File: config.mk
export PLATFORM = sky130hd
export DESIGN_NAME = brc_seq
export DESIGN_NICKNAME = d
export VERILOG_FILES = /design/src/rtl/brc_pkg.sv /design/src/rtl/brc_slice_cmp.sv /design/src/rtl/brc_seq.sv
export SDC_FILE = /design/constraint.sdc
export NUM_CORES = 1
export LEC_CHECK = 0
export CAP_MARGIN = 0
export CORE_MARGIN = 4
export CORE_UTILIZATION = 50
export CTS_BUF_LIST = sky130_fd_sc_hd__clkbuf_8
export DETAILED_ROUTE_END_ITERATION = 10
export PLACE_DENSITY = 0.88
export SLEW_MARGIN = 20
export SYNTH_ARGS = -nofsm -noshare
export SYNTH_HDL_FRONTEND = slang
export SYNTH_SLANG_ARGS = --single-unit
File: constraint.sdc
create_clock -name i_clk -period 9.4 [get_ports i_clk]
set_input_delay 1.41 -clock i_clk [delete_from_list [all_inputs] [get_ports i_clk]]
set_output_delay 1.41 -clock i_clk [all_outputs]
set_load 0.01 [all_outputs]
File: src/rtl/brc_pkg.sv
// Shared types and helpers for the slice-serial branch comparator.
package brc_pkg;

    typedef enum logic [1:0] {
        BRC_IDLE,
        BRC_CMP,
        BRC_DONE
    } brc_state_t;

    localparam logic [2:0] F3_BEQ  = 3'b000;
    localparam logic [2:0] F3_BNE  = 3'b001;
    localparam logic [2:0] F3_BLT  = 3'b100;
    localparam logic [2:0] F3_BGE  = 3'b101;
    localparam logic [2:0] F3_BLTU = 3'b110;
    localparam logic [2:0] F3_BGEU = 3'b111;

    // Non-branch funct3 encodings never take.
    function automatic logic taken(input logic [2:0] funct3, input logic less, input logic equal);
        case (funct3)
            F3_BEQ:           return equal;
            F3_BNE:           return !equal;
            F3_BLT, F3_BLTU:  return less;
            F3_BGE, F3_BGEU:  return !less;
            default:          return 1'b0;
        endcase
    endfunction

endpackage

File: src/rtl/brc_slice_cmp.sv
// Combinational CHUNK-wide slice compare; is_top_signed flips the slice MSBs
// so the top slice orders as two's complement.
module brc_slice_cmp #(
    parameter int unsigned CHUNK = 8
) (
    input  logic [CHUNK-1:0] a,
    input  logic [CHUNK-1:0] b,
    input  logic             is_top_signed,
    output logic             lt,
    output logic             eq
);

    logic [CHUNK-1:0] flip;
    logic [CHUNK-1:0] a_adj;
    logic [CHUNK-1:0] b_adj;

    always_comb begin
        flip            = '0;
        flip[CHUNK-1]   = is_top_signed;
        a_adj           = a ^ flip;
        b_adj           = b ^ flip;
        lt              = (a_adj < b_adj);
        eq              = (a == b);
    end

endmodule

File: src/rtl/brc_seq.sv
// brc_seq: multi-cycle branch comparator, one CHUNK slice per cycle, MS slice first.
// Build option: BRC_SEQ_EARLY_EXIT_EN ends the compare on the first differing slice.
module brc_seq
    import brc_pkg::*;
#(
    parameter int unsigned XLEN  = 32,
    parameter int unsigned CHUNK = 8
) (
    input  logic            i_clk,
    input  logic            i_rst_n,
    input  logic            i_valid,
    output logic            o_ready,
    input  logic            i_br_un,
    input  logic [2:0]      i_funct3,
    input  logic [XLEN-1:0] i_rs1_data,
    input  logic [XLEN-1:0] i_rs2_data,
    output logic            o_valid,
    input  logic            i_ready,
    output logic            o_br_less,
    output logic            o_br_equal,
    output logic            o_br_taken
);

    localparam int unsigned NCHUNK = XLEN / CHUNK;
    localparam int unsigned IDXW   = (NCHUNK > 1) ? $clog2(NCHUNK) : 1;
    localparam logic [IDXW-1:0] IDX_TOP = IDXW'(NCHUNK - 1);

`ifdef BRC_SEQ_EARLY_EXIT_EN
    localparam bit EARLY_EXIT = 1'b1;
`else
    localparam bit EARLY_EXIT = 1'b0;
`endif

    brc_state_t      state;
    logic [IDXW-1:0] idx;
    logic            decided;
    logic            less_acc;
    logic [XLEN-1:0] rs1_q;
    logic [XLEN-1:0] rs2_q;
    logic            br_un_q;
    logic [2:0]      funct3_q;

    logic [CHUNK-1:0] a_slice;
    logic [CHUNK-1:0] b_slice;
    logic             top_signed;
    logic             slice_lt;
    logic             slice_eq;
    logic             cur_less;
    logic             cur_decided;
    logic             last_slice;

    assign o_ready = (state == BRC_IDLE);

    always_comb begin
        a_slice    = rs1_q[idx*CHUNK +: CHUNK];
        b_slice    = rs2_q[idx*CHUNK +: CHUNK];
        top_signed = !br_un_q && (idx == IDX_TOP);
    end

    brc_slice_cmp #(
        .CHUNK(CHUNK)
    ) u_slice_cmp (
        .a             (a_slice),
        .b             (b_slice),
        .is_top_signed (top_signed),
        .lt            (slice_lt),
        .eq            (slice_eq)
    );

    // An equal slice reports lt=0, so the undecided path needs no extra gating.
    always_comb begin
        cur_decided = decided || !slice_eq;
        cur_less    = decided ? less_acc : slice_lt;
        last_slice  = (idx == '0) || (EARLY_EXIT && !slice_eq);
    end

    always_ff @(posedge i_clk or negedge i_rst_n) begin
        if (!i_rst_n) begin
            state      <= BRC_IDLE;
            idx        <= IDX_TOP;
            decided    <= 1'b0;
            less_acc   <= 1'b0;
            rs1_q      <= '0;
            rs2_q      <= '0;
            br_un_q    <= 1'b0;
            funct3_q   <= '0;
            o_valid    <= 1'b0;
            o_br_less  <= 1'b0;
            o_br_equal <= 1'b0;
            o_br_taken <= 1'b0;
        end else begin
            case (state)
                BRC_IDLE: begin
                    if (i_valid) begin
                        rs1_q    <= i_rs1_data;
                        rs2_q    <= i_rs2_data;
                        br_un_q  <= i_br_un;
                        funct3_q <= i_funct3;
                        idx      <= IDX_TOP;
                        decided  <= 1'b0;
                        less_acc <= 1'b0;
                        state    <= BRC_CMP;
                    end
                end
                BRC_CMP: begin
                    decided  <= cur_decided;
                    less_acc <= cur_less;
                    if (last_slice) begin
                        o_br_less  <= cur_less;
                        o_br_equal <= !cur_decided;
                        o_br_taken <= taken(funct3_q, cur_less, !cur_decided);
                        o_valid    <= 1'b1;
                        state      <= BRC_DONE;
                    end else begin
                        idx <= idx - 1'b1;
                    end
                end
                BRC_DONE: begin
                    if (i_ready) begin
                        o_valid <= 1'b0;
                        state   <= BRC_IDLE;
                    end
                end
                default: state <= BRC_IDLE;
            endcase
        end
    end

endmodule

==> summary.txt <==
Timing
  – Worst-Margin Slew: 0.964 ns
  – Final Hold Viols: 0
  – Fmax: 308 MHz
  – Slew HR: 0.357
  – Final Setup Violations: 0
  – Max Transition Viols Final: 0
  – Post-route minimum period: 3.25 ns
  – Worst hold margin: 0.506 ns
  – Clock Skew: 0.00714 ns
  – Unrepaired setup endpoints after global routing: false
  – Final period utilization: 0.346
  – Setup TNS: 0 ns

Die
  – Core Footprint: 6940 sq um
  – Row cnt: 30
  – Die area: 8720 sq um
  – Initial core utilization: 0.525
  – I/O pin cnt: 77
  – Die W: 93.4 um
  – Die Height: 93.4 um

Synthesis
  – Synth warn: 0
  – Top_reg_cell synth: dfrtp_1
  – Async S/R FF share, synth: 1.00
  – Mapped Area: 3650 sq um
  – Mapped Cells: 247
  – Syn_area_per_cell: 14.8 sq um
  – Unique cell type count in the Yosys netlist: 33
  – Mux share of post-synthesis cell area: 0.323
  – Largest family of logic cells by synthesized area: multiplexers
  – Register area share after synthesis: 0.536
  – Synth Area in XOR/XNOR: 0.00720
  – Adder-Cell Fraction of Synth Area: 0.0343
  – Synth Net Count: 329
  – Simple logic cell fraction of the synthesized area: 0.0408
  – Compound-Gate Fraction of Synth Area: 0.0295
  – Post-synth EDFFs: 0
  – #FFs+latches synth: 78

Setup path
  – Critical-path cell list: mux4_2 > xnor2_1 > ha_1 > a22oi_1 > nand3b_1 > o31ai_1 > mux2i_1 > nand4_1
  – Data arrival, critical path: 3.48 ns
  – Crit path launch type: flip-flop
  – Crit path required time: 9.63 ns
  – Worst setup EP type: flip-flop
  – CP max-delay cell: dfstp_2
  – Worst setup path category: flip-flop to flip-flop
  – Worst R2R Path Depth: 8
  – Worst path bufs/invs: 0
  – Max incr delay on CP: 0.92 ns
  – Crit path max fanout: 20
  – WP depth: 8
  – Crit path max-delay family: flip-flops

Clock network
  – Clk sinks: 78
  – CTS tree: built
  – Post-CTS Setup Bufs: 0
  – PostCTS Resize Cnt: 0
  – Clock transition at path regs: 0.08 ns
  – Root buf cell: clkbuf_8
  – Bufs on Longest Clock Path: 2
  – Clk_lat worst skew: 0.35 ns
  – Num CTS Buffers: 9
  – H-Tree Depth: 3
  – CTS Hold Bufs: 0

Global route
  – GRT Total Usage: 0.172
  – First-pass GRT wire length: 11400 um
  – Vias in the first global route: 2387
  – Largest net degree at the start of global routing: 79
  – Initial antenna violation count: 0
  – Grt ovf: 0

Layout
  – N_diodes: 0
  – Layout cells sized above 1: 0.309
  – Synth-to-layout area growth: 30.1%
  – Non-Filler Instances: 423
  – Filler cells: 498
  – Util after Layout: 0.683
  – Nets: 404

Hold path
  – Path type of the worst min-delay path: flip-flop to flip-flop
  – Min-Delay Path Depth: 1

Detailed routing
  – Post-DRT Antenna Nets: 0
  – First-pass iteration count of the detailed router: 4
  – DRC: 0
  – Starting DRT DRC Count: 83
  – Via density: 5.34
  – Avg WL per Cell: 16.3 um
  – DR vias: 2258
  – WL final: 6920 um

Status
  – Status: complete, no violations

Power
  – Leakage Power: 2.00 nW
  – PwrDens: 338 nW/um^2
  – Peak supply drop: 0.000171 V

Place
  – Placer Congestion: 0.771
  – DP Cell Count: 407
  – Detailed placement HPWL: 4880 um
  – # port buffers: 76

Run
  – Max-cap check violation count: 0
## kinds of logic (layout without fill, tap and decap cells)
logic type,Yosys count,in the layout
muxes,87,87
DFF,78,78
and+or+nand+nor,27,27
buffers and inverters,25,105
AOI/OAI and AO/OA,17,17
adders and majority gates,10,10
xor gates and xnor gates,3,3
## layout by cell type (no fill, tap or decap), types with 2 or more instances in the layout
master / n
dfrtp_1: 76
clkdlybuf4s50_1: 75
a22o_1: 2
nor2_1: 6
xor2_1: 2
a21oi_1: 4
mux4_1: 6
o21ai_0: 5
o31ai_1: 2
inv_1: 12
mux2i_1: 2
ha_1: 10
dfstp_2: 2
clkbuf_8: 10
nand2_1: 7
bufinv_16: 4
mux2_2: 69
mux4_2: 10
a22oi_1: 4
nand2b_1: 2
nand4_1: 2
buf_4: 2
## sequential cells by signal (all words and copies together), names as in the netlist
signal	flops
rs1_q	32
rs2_q	32
funct3_q	3
idx	2
state	2
br_un_q	1
decided	1
less_acc	1
o_br_equal	1
o_br_less	1
o_br_taken	1
o_valid	1
## cell usage after synthesis, types with 3 or more instances
library cell / n / area share
a22oi_1: 4 / 0.0082
dfrtp_1: 76 / 0.52
buf_2: 3 / 0.0041
mux2_2: 69 / 0.21
mux4_2: 10 / 0.062
nand2_1: 7 / 0.0072
nor2_1: 6 / 0.0062
ha_1: 10 / 0.034
a21oi_1: 4 / 0.0055
clkbuf_1: 7 / 0.0072
o21ai_0: 5 / 0.0069
inv_1: 12 / 0.012
mux4_1: 6 / 0.043
## final timing paths
kind	slack, ns	startpoint	endpoint
worst max-delay path	6.15	idx[0]$_DFFE_PN1P_	o_br_taken$_DFFE_PN0P_
worst min-delay path	0.51	rs2_q[12]$_DFFE_PN0P_	rs2_q[12]$_DFFE_PN0P_
worst max register to register	6.15	idx[0]$_DFFE_PN1P_	o_br_taken$_DFFE_PN0P_
worst min register to register	0.51	rs2_q[12]$_DFFE_PN0P_	rs2_q[12]$_DFFE_PN0P_
max in group asynchronous	7.57	i_rst_n	rs2_q[15]$_DFFE_PN0P_
min in group asynchronous	1.19	i_rst_n	rs1_q[25]$_DFFE_PN0P_
## area by class of cell
cell class / instances / area, sq um / area share
Sequential cell: 78 / 1950 / 0.412
Multi-Input combinational cell: 144 / 1590 / 0.335
Timing Repair Buffer: 77 / 766 / 0.161
Clock buffer: 10 / 138 / 0.0290
Clock inverter: 6 / 133 / 0.0280
Tap cell: 96 / 120 / 0.0253
Inverter: 12 / 45.0 / 0.00949
## power breakdown
| part | internal (mW) | leakage, nW | switching, mW |
|---|---|---|---|
| clock network | 0.210 | 0.132 | 0.120 |
| registers | 0.509 | 0.924 | 0.120 |
| logic | 0.398 | 0.939 | 0.249 |
| total | 1.12 | 2.00 | 0.489 |
## metrics by stage
step                setup WS [ns]  area (sq um)  power, mW
floorplan                    6.35          3650       1.11
global placement             6.14          4470       1.26
detailed placement           6.12          4470       1.29
CTS                          6.12          4740       1.63
global route                 5.88          4740       1.73
finish                       6.15          4740       1.61
## metal layers
| metal | vias up | part of all wire | GRT usage | wire [um] |
|---|---|---|---|---|
| met5 | - | 0 | 0 | 0 |
| met4 | 0 | 0.011 | 0.0476 | 74 |
| met3 | 7 | 0.075 | 0.0692 | 521 |
| met2 | 68 | 0.47 | 0.269 | 3280 |
| met1 | 1128 | 0.44 | 0.222 | 3040 |
| li1 | 1055 | - | - | - |
Power figures use the tool's default switching activity.
